<file path="src/rtl/lms_adapt_ctrl.sv">
// Adaptation sequencer for the LMS FIR core: one sample in flight, training
// until window-based convergence, a sample-count timeout, or a freeze request.
module lms_adapt_ctrl #(
  parameter int WIDTH        = 16,
  parameter int CORE_LAT     = 1,
  parameter int WIN_LOG2     = 6,
  parameter int CONV_WINDOWS = 4,
  parameter int MAX_TRAIN    = 4096,
  parameter int ACC_W        = WIDTH + WIN_LOG2
) (
  input  logic                    clk,
  input  logic                    rst,
  input  logic                    start,
  input  logic                    freeze_req,
  input  logic [ACC_W-1:0]        thresh,
  input  logic                    s_valid,
  output logic                    s_ready,
  input  logic signed [WIDTH-1:0] s_x,
  input  logic signed [WIDTH-1:0] s_d,
  output logic signed [WIDTH-1:0] core_x,
  output logic signed [WIDTH-1:0] core_d,
  output logic                    core_shift,
  output logic                    core_adapt,
  output logic                    core_clear,
  input  logic signed [WIDTH-1:0] core_y,
  input  logic signed [WIDTH-1:0] core_e,
  output logic                    m_valid,
  input  logic                    m_ready,
  output logic signed [WIDTH-1:0] m_y,
  output logic signed [WIDTH-1:0] m_e,
  output logic [1:0]              state,
  output logic                    converged,
  output logic                    timeout
);

  localparam int TC_W = $clog2(MAX_TRAIN + 1);
  localparam int GC_W = $clog2(CONV_WINDOWS + 1);

  typedef enum logic [1:0] {
    IDLE  = 2'd0,
    CLEAR = 2'd1,
    TRAIN = 2'd2,
    RUN   = 2'd3
  } state_t;

  state_t cur, nxt;

  logic                in_flight;
  logic [CORE_LAT-1:0] lat_pipe;
  logic                start_pend;
  logic                freeze_pend;
  logic [ACC_W-1:0]    acc;
  logic [WIN_LOG2-1:0] win_cnt;
  logic [GC_W-1:0]     good_cnt;
  logic [TC_W-1:0]     train_cnt;

  logic                    active, accept, capture, train_cap, go_clear;
  logic signed [WIDTH-1:0] neg_e;
  logic [WIDTH-2:0]        mag_e;
  logic [ACC_W-1:0]        acc_sum;
  logic                    win_wrap;
  logic [GC_W-1:0]         good_upd;
  logic [TC_W-1:0]         train_upd;
  logic                    hit_conv, hit_tout;

  assign active     = (cur == TRAIN) || (cur == RUN);
  assign s_ready    = active && !in_flight && !m_valid && !start_pend;
  assign accept     = s_valid && s_ready;
  assign capture    = lat_pipe[CORE_LAT-1];
  assign train_cap  = capture && (cur == TRAIN);
  assign go_clear   = active && (start || start_pend) && !in_flight && !m_valid && !accept;
  assign core_clear = (cur == CLEAR);
  assign core_adapt = core_shift && (cur == TRAIN);
  assign state      = cur;

  // |e| saturates: negating the most-negative code stays negative.
  always_comb begin
    neg_e = -core_e;
    if (!core_e[WIDTH-1])     mag_e = core_e[WIDTH-2:0];
    else if (neg_e[WIDTH-1])  mag_e = '1;
    else                      mag_e = neg_e[WIDTH-2:0];
  end

  assign acc_sum   = acc + ACC_W'(mag_e);
  assign win_wrap  = &win_cnt;
  assign good_upd  = !win_wrap          ? good_cnt :
                     (acc_sum < thresh) ? good_cnt + GC_W'(1) : '0;
  assign train_upd = train_cnt + TC_W'(1);
  assign hit_conv  = (good_upd == GC_W'(CONV_WINDOWS));
  assign hit_tout  = (train_upd == TC_W'(MAX_TRAIN));

  // NOTE: every variable gets a default before the case so no latch is inferred.
  always_comb begin
    nxt = cur;
    case (cur)
      IDLE:  if (start) nxt = CLEAR;
      CLEAR: nxt = TRAIN;
      TRAIN: begin
        if (go_clear)
          nxt = CLEAR;
        else if (train_cap && (hit_conv || hit_tout || freeze_pend || freeze_req))
          nxt = RUN;
        else if (freeze_req && !in_flight)
          nxt = RUN;
      end
      RUN:   if (go_clear) nxt = CLEAR;
      default: nxt = IDLE;
    endcase
  end

  // NOTE: sequential state uses non-blocking assignments so all registers
  // update from the same pre-edge values.
  always_ff @(posedge clk or negedge rst) begin
    if (!rst) cur <= IDLE;
    else      cur <= nxt;
  end

  // Sample path: accept, strobe, wait CORE_LAT, capture, hand off.
  always_ff @(posedge clk or negedge rst) begin
    if (!rst) begin
      in_flight  <= 1'b0;
      lat_pipe   <= '0;
      core_shift <= 1'b0;
      core_x     <= '0;
      core_d     <= '0;
      m_valid    <= 1'b0;
      m_y        <= '0;
      m_e        <= '0;
    end else begin
      core_shift <= accept;
      lat_pipe   <= (lat_pipe << 1) | CORE_LAT'(core_shift);
      if (accept) begin
        in_flight <= 1'b1;
        core_x    <= s_x;
        core_d    <= s_d;
      end else if (capture) begin
        in_flight <= 1'b0;
      end
      if (capture) begin
        m_valid <= 1'b1;
        m_y     <= core_y;
        m_e     <= core_e;
      end else if (m_ready) begin
        m_valid <= 1'b0;
      end
    end
  end

  // Pending requests and convergence bookkeeping.
  always_ff @(posedge clk or negedge rst) begin
    if (!rst) begin
      start_pend  <= 1'b0;
      freeze_pend <= 1'b0;
      acc         <= '0;
      win_cnt     <= '0;
      good_cnt    <= '0;
      train_cnt   <= '0;
      converged   <= 1'b0;
      timeout     <= 1'b0;
    end else if (cur == CLEAR) begin
      start_pend  <= 1'b0;
      freeze_pend <= 1'b0;
      acc         <= '0;
      win_cnt     <= '0;
      good_cnt    <= '0;
      train_cnt   <= '0;
      converged   <= 1'b0;
      timeout     <= 1'b0;
    end else begin
      if (active && start && !go_clear) start_pend <= 1'b1;
      if (nxt != TRAIN)
        freeze_pend <= 1'b0;
      else if (freeze_req && in_flight)
        freeze_pend <= 1'b1;
      if (train_cap) begin
        acc       <= win_wrap ? '0 : acc_sum;
        win_cnt   <= win_cnt + WIN_LOG2'(1);
        good_cnt  <= good_upd;
        train_cnt <= train_upd;
        if (hit_conv)      converged <= 1'b1;
        else if (hit_tout) timeout   <= 1'b1;
      end
    end
  end

endmodule

</file>
<file path="config.mk">
export PLATFORM = sky130hd
export DESIGN_NAME = lms_adapt_ctrl
export DESIGN_NICKNAME = d
export VERILOG_FILES = /design/src/rtl/lms_adapt_ctrl.sv
export SDC_FILE = /design/constraint.sdc
export NUM_CORES = 1
export LEC_CHECK = 0
export CAP_MARGIN = 20
export CELL_PAD_IN_SITES_DETAIL_PLACEMENT = 0
export CELL_PAD_IN_SITES_GLOBAL_PLACEMENT = 1
export CORE_UTILIZATION = 37
export DETAILED_ROUTE_END_ITERATION = 8
export PLACE_DENSITY_LB_ADDON = 0.1
export SYNTH_ARGS = -nofsm -noshare
export SYNTH_HDL_FRONTEND = slang
export SYNTH_SLANG_ARGS = --single-unit
</file>
<file path="constraint.sdc">
create_clock -name clk -period 4 [get_ports clk]
set_input_delay 1.2 -clock clk [delete_from_list [all_inputs] [get_ports clk]]
set_output_delay 1.2 -clock clk [all_outputs]
set_load 0.02 [all_outputs]
</file>
==> results.txt <==
----------------------------------------------------
[Setup path]
  Most used cell along the critical path ... sky130_fd_sc_hd__nand2_1
  Arrival time of the worst setup path ... 6140 ps
  CP delay by family, top ... simple AND/OR/NAND/NOR gates
  Crit Path Max Fanout ... 5
  Crit-path max cell delay ... 440 ps
  Critical path class ... input pin to flip-flop
  Critical path required time ... 4300 ps
  CP Buf/Inv Count ... 4
  Kind of capture point of the worst setup path ... flip-flop
  Slowest library cell on the worst path ... sky130_fd_sc_hd__or3_4
  Kind of start point of the critical path ... input pin

[Timing]
  RSZ-0062 raised after global routing ... true
  Relative max-transition margin ... 32.3%
  Setup-violating endpoint count in the final report ... 22
  Max Clock Skew ... 8.92 ps
  Final critical path time including I/O delays and setup ... 5840 ps
  Setup_tns ... -17,780 ps
  Fin crit share ... 146%
  Worst Tran Pin Value ... 1010 ps
  Worst Setup Slack, final ... -1840 ps
  Number of slew-limit violations in the final report ... 0
  Final Hold Violating Endpoints ... 0
  FMAX ... 0.171 GHz

[Power]
  Power Density ... 308 nW/um^2
  Total Power Consumption ... 3320 uW
  Static leakage power ... 0.00509 uW
  VDD IR-drop max ... 0.298 mV

[Route]
  Vias after detailed routing ... 6,549
  Per-cell routed wire length ... 16.2 um
  DR iter-0 viols ... 304
  Post-route DRC ... 0
  Pre-Repair DR Iteration Count ... 4
  Post-Route WL ... 20,400 um
  Residual antenna-violating net count after detailed routing ... 0
  Mean number of vias per cell ... 5.21

[Die]
  Initial Utilization ... 38.4%
  Number of cell rows ... 48
  Core ar. ... 17,500 um^2
  Floorplan die height ... 137 um
  Ports ... 165
  Total Die Area ... 18,800 um^2
  Floorplan die width ... 137 um

[Final layout]
  Highest-count cells in the layout ignoring fill and taps ... sky130_fd_sc_hd__clkdlybuf4s50_1 (156), sky130_fd_sc_hd__nand2_1 (147), sky130_fd_sc_hd__dfrtp_1 (118)
  Layout cell share with drive strength beyond 1 ... 26.7%
  Number of diodes added for antenna fixing ... 0
  Most frequent standard cell in the layout excluding fill and tap cells ... sky130_fd_sc_hd__clkdlybuf4s50_1
  Fill cell total of the finished layout ... 1,467
  Layout overhead on the synthesized area ... 60.2%
  Post-layout instance area ... 10,800 um^2
  Number of non-filler instances in the completed layout ... 1,258
  Nets ... 1,153

[Place]
  PortBufs ... 164
  Hpwl dp ... 14,200 um
  Placed cell area ... 9400 um^2
  RePlAce Congestion ... 0.938
  Total instance count after detailed placement ... 1,201

[Synth]
  Count of distinct cell types in the synthesized netlist ... 55
  Number of synthesized register bits ... 118
  Post-Syn Area per Cell ... 9.04 um^2
  Cell area after synthesis ... 6740 um^2
  Top FF cell, synth ... sky130_fd_sc_hd__dfrtp_1
  Synthesized Nets ... 878
  Syn. warnings ... 0
  Number of enable flip-flop cells after synthesis ... 0
  Register area share after synthesis ... 43.8%
  Number of instances in the synthesized netlist ... 745
  Async set-reset flop share out of synthesis ... 100%

[Hold path]
  Hold WC Path Type ... flip-flop to flip-flop

[Clocking]
  Clock-pin transition on the worst setup and hold timing paths ... 50 ps
  Clock tree sinks ... 118
  CTS HTree Levels ... 4
  TritonCTS buffer count ... 17
  Clock tree from TritonCTS ... built
  Number of buffers on the longest clock path ... 2
  Clock network latency to the later pin of the worst-skew pair ... 420 ps
  Clk root buf ... sky130_fd_sc_hd__clkbuf_16

[GRT]
  Wire length of the first global-routing pass ... 32,200 um
  Vias in the first global route ... 6,640
  Overall Global Routing Usage ... 22.3%
  Overall overflow remaining after global route ... 0
  Antenna violations before repair ... 0
  Largest net degree at the start of global routing ... 63

[Status]
  Run status ... complete, but fails checks
  Violations in the final reports ... setup timing

[Job]
  Max Cap Violations ... 0

----------------------------------------------------
-- final cells by class --
cell class              instances  area, um^2  area share [%]
clock buffers                  21         460            4.27
inverters                      42         180            1.67
flip-flops and latches        118        2950            27.4
well taps                     225         282            2.61
clock inverters                11         195            1.81
multi-input cells             553        4080            37.8
repair buffers                288        2640            24.5
-- synthesized netlist by cell type, types with 2 or more instances --
master,instances,area share [%]
sky130_fd_sc_hd__nand2b_1,7,0.65
sky130_fd_sc_hd__dfrtp_1,118,44
sky130_fd_sc_hd__and3_1,8,0.74
sky130_fd_sc_hd__nor2_1,33,1.8
sky130_fd_sc_hd__xor2_1,13,1.7
sky130_fd_sc_hd__ha_1,40,7.4
sky130_fd_sc_hd__nand4b_1,2,0.26
sky130_fd_sc_hd__a211o_1,6,0.78
sky130_fd_sc_hd__nor3_1,11,0.82
sky130_fd_sc_hd__xnor2_1,16,2.1
sky130_fd_sc_hd__a21oi_1,30,2.2
sky130_fd_sc_hd__inv_1,42,2.3
sky130_fd_sc_hd__buf_1,7,0.39
sky130_fd_sc_hd__o21ai_0,64,4.8
sky130_fd_sc_hd__and2_1,4,0.37
sky130_fd_sc_hd__mux2_2,32,5.3
sky130_fd_sc_hd__o31ai_1,9,1.0
sky130_fd_sc_hd__clkbuf_1,24,1.3
sky130_fd_sc_hd__a31oi_1,13,1.2
sky130_fd_sc_hd__nor2b_1,2,0.19
sky130_fd_sc_hd__nand3_1,27,2.0
sky130_fd_sc_hd__nor4_1,5,0.46
sky130_fd_sc_hd__o211ai_1,8,0.89
sky130_fd_sc_hd__a21o_1,10,1.1
sky130_fd_sc_hd__o21ba_2,2,0.30
sky130_fd_sc_hd__a211oi_1,4,0.45
sky130_fd_sc_hd__a22o_1,14,1.8
sky130_fd_sc_hd__nor3b_1,2,0.22
sky130_fd_sc_hd__a31o_2,2,0.26
sky130_fd_sc_hd__or3_1,2,0.19
sky130_fd_sc_hd__nand4_1,8,0.74
sky130_fd_sc_hd__nand2_1,149,8.3
sky130_fd_sc_hd__o41ai_1,3,0.39
sky130_fd_sc_hd__or4_1,3,0.33
sky130_fd_sc_hd__o2111ai_1,2,0.26
sky130_fd_sc_hd__or2_2,3,0.28
sky130_fd_sc_hd__o21a_1,2,0.22
-- registers in the layout (all words and copies together) (netlist names) --
| register | count |
|---|---|
| freeze_pend | 1 |
| train_cnt | 13 |
| in_flight | 1 |
| m_valid | 1 |
| core_d | 16 |
| timeout | 1 |
| win_cnt | 6 |
| start_pend | 1 |
| converged | 1 |
| acc | 22 |
| m_e | 16 |
| m_y | 16 |
| state | 2 |
| core_x | 16 |
| capture | 1 |
| good_cnt | 3 |
| core_shift | 1 |
-- repair_timing --
item | CTS | global route
hold buffers | 0 | 0
endpoints found under the setup margin | 26 | 24
resized for setup | 71 | 64
buffers inserted | 21 | 12
pin swaps | 61 | 42
-- layer usage --
metal  track usage [%]  wire [um]  up-vias  part of all wire, %
li1                  -          -     3165                    -
met2              38.6      10500      174                   51
met4              7.57        430        0                  2.1
met5                 0          0        -                    0
met3              7.30       1230       31                  6.0
met1              25.7       8260     3179                   40
-- worst paths after layout --
kind	slack, ps	start	to	cells after the start
min in group asynchronous	850	rst	acc[12]$_DFFE_PN0P_	1
worst max register to register	240	acc[0]$_DFFE_PN0P_	good_cnt[2]$_DFFE_PN0P_	19
worst min register to register	410	core_shift$_DFF_PN0_	capture$_DFF_PN0_	0
worst max-delay path	-1840	core_e[1]	good_cnt[2]$_DFFE_PN0P_	27
max in group asynchronous	2230	rst	core_x[5]$_DFFE_PN0P_	2
worst min-delay path	410	core_shift$_DFF_PN0_	capture$_DFF_PN0_	0
-- report_power, final --
group / switching [uW] / internal, uW / total [uW] / leakage (uW)
registers: 0.0742 / 1190 / 1190 / 0.00159
logic: 183 / 230 / 413 / 0.00319
clock network: 575 / 1140 / 1720 / 0.000310
-- cell families (layout without fill, tap and decap cells) --
group / count (synthesis) / count (layout) / synth area share [%]
flip-flops: 118 / 118 / 43.8
XOR/XNOR: 29 / 29 / 3.77
multiplexers: 33 / 33 / 5.50
buffers and inverters: 74 / 362 / 4.14
AO/OA/AOI/OAI: 176 / 176 / 16.5
adder cells (fa/ha/maj): 41 / 41 / 7.73
AND/OR/NAND/NOR: 274 / 274 / 18.5
-- per-stage QoR --
stage | setup slack, ps | util (%) | hold slack [ps]
CTS | -1760 | 59.5 | 413
finish | -1840 | 61.5 | 406
floorplan | -1740 | - | 444
global route | -2070 | 61.5 | 425
global placement | -2580 | 53.6 | 383
detailed placement | -2680 | 53.6 | 390
-- worst register-to-register path, stage by stage, from the launching register on --
cell and delay (ps):
sky130_fd_sc_hd__dfrtp_1 410, sky130_fd_sc_hd__ha_4 180, sky130_fd_sc_hd__buf_4 140, sky130_fd_sc_hd__a211oi_4 240, sky130_fd_sc_hd__o21bai_2 130, sky130_fd_sc_hd__o21ba_4 240
sky130_fd_sc_hd__buf_4 150, sky130_fd_sc_hd__a31o_4 230, sky130_fd_sc_hd__a21o_4 220, sky130_fd_sc_hd__buf_6 120, sky130_fd_sc_hd__xor2_2 130, sky130_fd_sc_hd__ha_1 310
sky130_fd_sc_hd__nand2_1 70, sky130_fd_sc_hd__nor3_2 200, sky130_fd_sc_hd__nand2_1 70, sky130_fd_sc_hd__a31o_2 210, sky130_fd_sc_hd__nand4_1 150, sky130_fd_sc_hd__buf_4 160
sky130_fd_sc_hd__a21oi_2 30, sky130_fd_sc_hd__a211o_1 270
No activity file was read; power rests on OpenSTA's default activity.
